File: config.mk
export PLATFORM = sky130hd
export DESIGN_NAME = tinyqv_mem_arbiter
export DESIGN_NICKNAME = d
export VERILOG_FILES = /design/src/rtl/tinyqv_mem_arbiter.sv
export SDC_FILE = /design/constraint.sdc
export NUM_CORES = 1
export LEC_CHECK = 0
export BUFFER_PORTS_ARGS = -buffer_cell sky130_fd_sc_hd__buf_2
export CORE_AREA = 2 2 98 100
export CTS_CLUSTER_DIAMETER = 30
export DETAILED_ROUTE_END_ITERATION = 6
export DIE_AREA = 0 0 100 102
export MAX_ROUTING_LAYER = met4
export SYNTH_ARGS = -nofsm -noshare
export SYNTH_HDL_FRONTEND = slang
export SYNTH_SLANG_ARGS = --single-unit
File: constraint.sdc
create_clock -name clk -period 4.81 [get_ports clk]
set_input_delay 0.481 -clock clk [delete_from_list [all_inputs] [get_ports clk]]
set_output_delay 0.481 -clock clk [all_outputs]
set_load 0.01 [all_outputs]
File: src/rtl/tinyqv_mem_arbiter.sv
// tinyqv_mem_arbiter: shares the memory controller data port between the CPU
// load/store unit (m0) and a secondary master (m1). Arbitration happens only
// from IDLE. A grant is held across continue bursts for up to MAX_BURST beats.
// Optional feature: define MEM_ARB_ROUND_ROBIN_EN for round-robin tie-break;
// otherwise ties use fixed priority with m0 winning.
module tinyqv_mem_arbiter #(
  parameter int MAX_BURST = 8
) (
  input  logic        clk,
  input  logic        rstn,

  input  logic [24:0] m0_addr,
  input  logic [1:0]  m0_write_n,
  input  logic [1:0]  m0_read_n,
  input  logic [31:0] m0_wdata,
  input  logic        m0_continue,
  output logic        m0_ready,

  input  logic [24:0] m1_addr,
  input  logic [1:0]  m1_write_n,
  input  logic [1:0]  m1_read_n,
  input  logic [31:0] m1_wdata,
  input  logic        m1_continue,
  output logic        m1_ready,

  output logic [31:0] m_rdata,

  output logic [24:0] data_addr,
  output logic [1:0]  data_write_n,
  output logic [1:0]  data_read_n,
  output logic [31:0] data_to_write,
  output logic        data_continue,
  input  logic        data_ready,
  input  logic [31:0] data_from_read,

  output logic [1:0]  grant
);

  localparam int BW = (MAX_BURST > 1) ? $clog2(MAX_BURST) : 1;
  localparam logic [BW-1:0] LAST_BEAT = BW'(MAX_BURST - 1);

  // State encoding doubles as the one-hot grant vector.
  typedef enum logic [1:0] {
    IDLE = 2'b00,
    G0   = 2'b01,
    G1   = 2'b10
  } state_t;

  state_t        state;
  logic [BW-1:0] beat_cnt;

  logic req0, req1, cur_req, at_limit, pick1;

  assign req0     = (m0_read_n != 2'b11) || (m0_write_n != 2'b11);
  assign req1     = (m1_read_n != 2'b11) || (m1_write_n != 2'b11);
  assign at_limit = (beat_cnt == LAST_BEAT);
  assign cur_req  = (state == G0) ? req0 : (state == G1) ? req1 : 1'b0;

`ifdef MEM_ARB_ROUND_ROBIN_EN
  // last = 1 means m1 was granted most recently, so m0 wins the next tie.
  logic last;
  assign pick1 = req1 && (!req0 || !last);
`else
  assign pick1 = req1 && !req0;
`endif

  assign grant    = state;
  assign m0_ready = data_ready && (state == G0);
  assign m1_ready = data_ready && (state == G1);
  assign m_rdata  = data_from_read;

  // Downstream port follows the granted master; idle values otherwise.
  always_comb begin
    data_addr     = '0;
    data_write_n  = 2'b11;
    data_read_n   = 2'b11;
    data_to_write = '0;
    data_continue = 1'b0;
    case (state)
      G0: begin
        data_addr     = m0_addr;
        data_write_n  = m0_write_n;
        data_read_n   = m0_read_n;
        data_to_write = m0_wdata;
        data_continue = m0_continue && !at_limit;
      end
      G1: begin
        data_addr     = m1_addr;
        data_write_n  = m1_write_n;
        data_read_n   = m1_read_n;
        data_to_write = m1_wdata;
        data_continue = m1_continue && !at_limit;
      end
      default: ;
    endcase
  end

  // Grant FSM: arbitrate in IDLE, hold through continue beats, release on
  // final ready, burst limit or abort. Release always passes through IDLE.
  always_ff @(posedge clk or negedge rstn) begin
    if (!rstn) begin
      state    <= IDLE;
      beat_cnt <= '0;
`ifdef MEM_ARB_ROUND_ROBIN_EN
      last     <= 1'b1;
`endif
    end else begin
      case (state)
        IDLE: begin
          beat_cnt <= '0;
          if (req0 || req1) begin
            state <= pick1 ? G1 : G0;
`ifdef MEM_ARB_ROUND_ROBIN_EN
            last  <= pick1;
`endif
          end
        end
        G0, G1: begin
          if (!cur_req) begin
            state    <= IDLE;
            beat_cnt <= '0;
          end else if (data_ready) begin
            if (data_continue) begin
              beat_cnt <= beat_cnt + 1'b1;
            end else begin
              state    <= IDLE;
              beat_cnt <= '0;
            end
          end
        end
        default: begin
          state    <= IDLE;
          beat_cnt <= '0;
        end
      endcase
    end
  end

endmodule

==> results.sh <==
export IMPL_grt_pass1_wl_um=8073
export IMPL_p_sw_share_pct=50.87
export IMPL_final_common_cell="buf_2"
export IMPL_syn_num_nets=380
export IMPL_viasPerCell=4.530
export IMPL_grt_setup_unrepaired="no"
export IMPL_clkTransAtPathRegs_ns=0.04
export IMPL_worst_endpoint_required_ns=4.33
export IMPL_route_vias_total=2138
export IMPL_yosysSeqAreaShare_pct=8.097
export IMPL_die_h_um=102
export IMPL_die_area_um2=10200
export IMPL_max_stage_delay_ns=1.02
export IMPL_cp_num_buf_inv=2
export IMPL_grt_max_degree=65
export IMPL_port_buffers=192
export IMPL_htreeDepth=1
export IMPL_place_area_um2=2328
export IMPL_detailed_place_hpwl_um=4671
export IMPL_tns_ns=0
export IMPL_finalCritPeriodShare_pct=62.38
export IMPL_crit_chain="inv_1, ha_2, mux2_4, and3_1, buf_2"
export IMPL_layout_common_cells="buf_2 (192), a22oi_1 (62), nor2b_1 (59)"
export IMPL_finalClockSkew_ns=0.002064
export IMPL_cts_sinks=5
export IMPL_yosysTopAreaCell="a22oi_1"
export IMPL_clk_latency_ns=0.23
export IMPL_fin_area_um2=2376
export IMPL_rows=35
export IMPL_syn_avg_cell_area_um2=7.154
export IMPL_end_kind="output pin"
export IMPL_clkPwrFrac_pct=7.1
export IMPL_antenna_found_initial=1
export IMPL_post_cts_setup_buffers=0
export IMPL_reg2reg_depth=6
export IMPL_cts_resized=0
export IMPL_cpMaxStageDelayCell="ha_2"
export IMPL_slew_viol_final=0
export IMPL_grt_ovfl_total=0
export IMPL_ir_worst_vdd_v=0.0002002
export IMPL_final_setup_viol_count=0
export IMPL_p_int_mw=0.5576
export IMPL_finalHoldViolations=0
export IMPL_power_density_nw_per_um2=477.7
export IMPL_synth_seq_cells=5
export IMPL_seq_power_share_pct=5.5
export IMPL_p_leak_nw=1.258
export IMPL_ctsHoldBuffers=0
export IMPL_firstDrtPassIters=4
export IMPL_maxClockFrequency_ghz=0.3333
export IMPL_cts_root_buf="clkbuf_8"
export IMPL_synthArstFlopShare_pct=100.0
export IMPL_gp_congestion=0.6997
export IMPL_synth_cells=216
export IMPL_grt_pass1_vias=1724
export IMPL_worst_pin_slew_ns=1.250
export IMPL_critPathKind="flip-flop to output pin"
export IMPL_detail_route_wl_per_cell_um=12.76
export IMPL_r2r_start="grant[0]"
export IMPL_fillCellCount=1001
export IMPL_path_delay_family="adder cells"
export IMPL_core_region_area_um2=9109
export IMPL_post_place_ws_ns=2.039
export IMPL_initial_utilization_pct=16.96
export IMPL_ys_top_cells_by_area="a22oi_1 (30%), nor2b_1 (24%), buf_4 (16%)"
export IMPL_hold_path_class="input pin to asynchronous set/reset pin"
export IMPL_ant_nets=0
export IMPL_cts_tree="done"
export IMPL_synth_flop_cell="dfrtp_1"
export IMPL_slew_headroom_pct=16.66
export IMPL_cts_buffers=3
export IMPL_grt_use_total_pct=10.00
export IMPL_power_switching_mw=0.5774
export IMPL_syn_to_final_growth_pct=53.77
export IMPL_finalCriticalPeriod_ns=3.001
export IMPL_synth_yosys_warnings=0
export IMPL_wl_um=6021
export IMPL_drive_gt1_share_pct=56.11
export IMPL_drv_cap=0
export IMPL_dieWidth_um=100
export IMPL_start_kind="flip-flop"
export IMPL_ios=257
export IMPL_synth_cell_types=25
export IMPL_drt_initial_drc_count=53
export IMPL_setup_ws_ns=1.809
export IMPL_worstPathArrival_ns=2.52
export IMPL_syn_area_um2=1545
export IMPL_drc=0
export IMPL_fin_nets=525
export IMPL_outcome="finished clean"
export IMPL_comb_power_share_pct=87.4
export IMPL_reg2reg_slack_ns=2.17
export IMPL_synth_top_area_share_pct=30.12
export IMPL_synth_edf_count=0
export IMPL_crit_fanout=64
export IMPL_reg2reg_to="grant[0]"
export IMPL_clock_path_buffers=2
-- metrics by stage --
| step | utilization [%] | power (mW) | hold WS, ns | std cells |
|---|---|---|---|---|
| 2_1_floorplan | - | 0.7596 | 0.1854 | 216 |
| 3_3_place_gp | 25.56 | 1.032 | 0.3039 | 467 |
| 3_5_place_dp | 25.56 | 1.061 | 0.3079 | 467 |
| 4_1_cts | 26.06 | 1.147 | 0.06479 | 471 |
| 5_1_grt | 26.09 | 1.243 | 0.07543 | 472 |
| 6_report | 26.09 | 1.135 | 0.06369 | 472 |
-- layer usage --
layer  vias to the layer above  wire length, µm  GRT usage, %  share of wire [%]
li1                       1030                -             -                  -
met1                       948             2314         11.13                 38
met2                       152             2979         16.89                 49
met3                         8              663         3.283                 11
met4                         0               63         3.477                1.0
met5                         -                0             -                  0
-- final cells by class --
type / instances / area, µm² / area share, %
multi-input cells: 154 / 1081 / 45.50
repair buffers: 193 / 968.4 / 40.76
well taps: 111 / 138.9 / 5.845
flip-flops and latches: 5 / 125.1 / 5.266
clock buffers: 4 / 45.04 / 1.896
inverters: 4 / 15.01 / 0.6319
diodes: 1 / 2.502 / 0.1053
-- sequential cells by signal (all words and copies together), names as in the netlist --
register / flops
beat_cnt: 3
grant: 2
-- synth_stat cells (3+ instances only) --
cell type and n:
dfrtp_1 5, ha_1 5, a21oi_1 3, inv_1 4, a22oi_1 62, nand2_1 8, nor2b_1 59, clkbuf_1 18
buf_4 32
-- how the worst max path moves through the flow --
stage                                to  cells after the start  startpoint
after detailed placement  data_continue                      5    grant[0]
after global placement    data_continue                      5    grant[0]
after floorplan           data_addr[19]                      5    grant[0]
final                     data_continue                      5    grant[0]
after CTS                 data_continue                      5    grant[0]
after global routing      data_continue                      5    grant[0]
-- cell families after synthesis --
logic type / Yosys count / synth area share (%)
buf+inv: 57 / 22.27
simple gates: 78 / 29.96
fa+ha+maj: 5 / 4.049
mux: 1 / 0.9714
compound gates: 70 / 34.66
flops: 5 / 8.097
-- power groups by stage --
stage | clock [mW] | sequential (mW) | combinational (mW)
floorplan | 0 | 0.0643 | 0.695
global placement | 0 | 0.0616 | 0.970
detailed placement | 0 | 0.0631 | 0.998
CTS | 0.0824 | 0.0623 | 1.00
global route | 0.0846 | 0.0640 | 1.09
finish | 0.0807 | 0.0622 | 0.992
(Power assumes the default switching activity.)
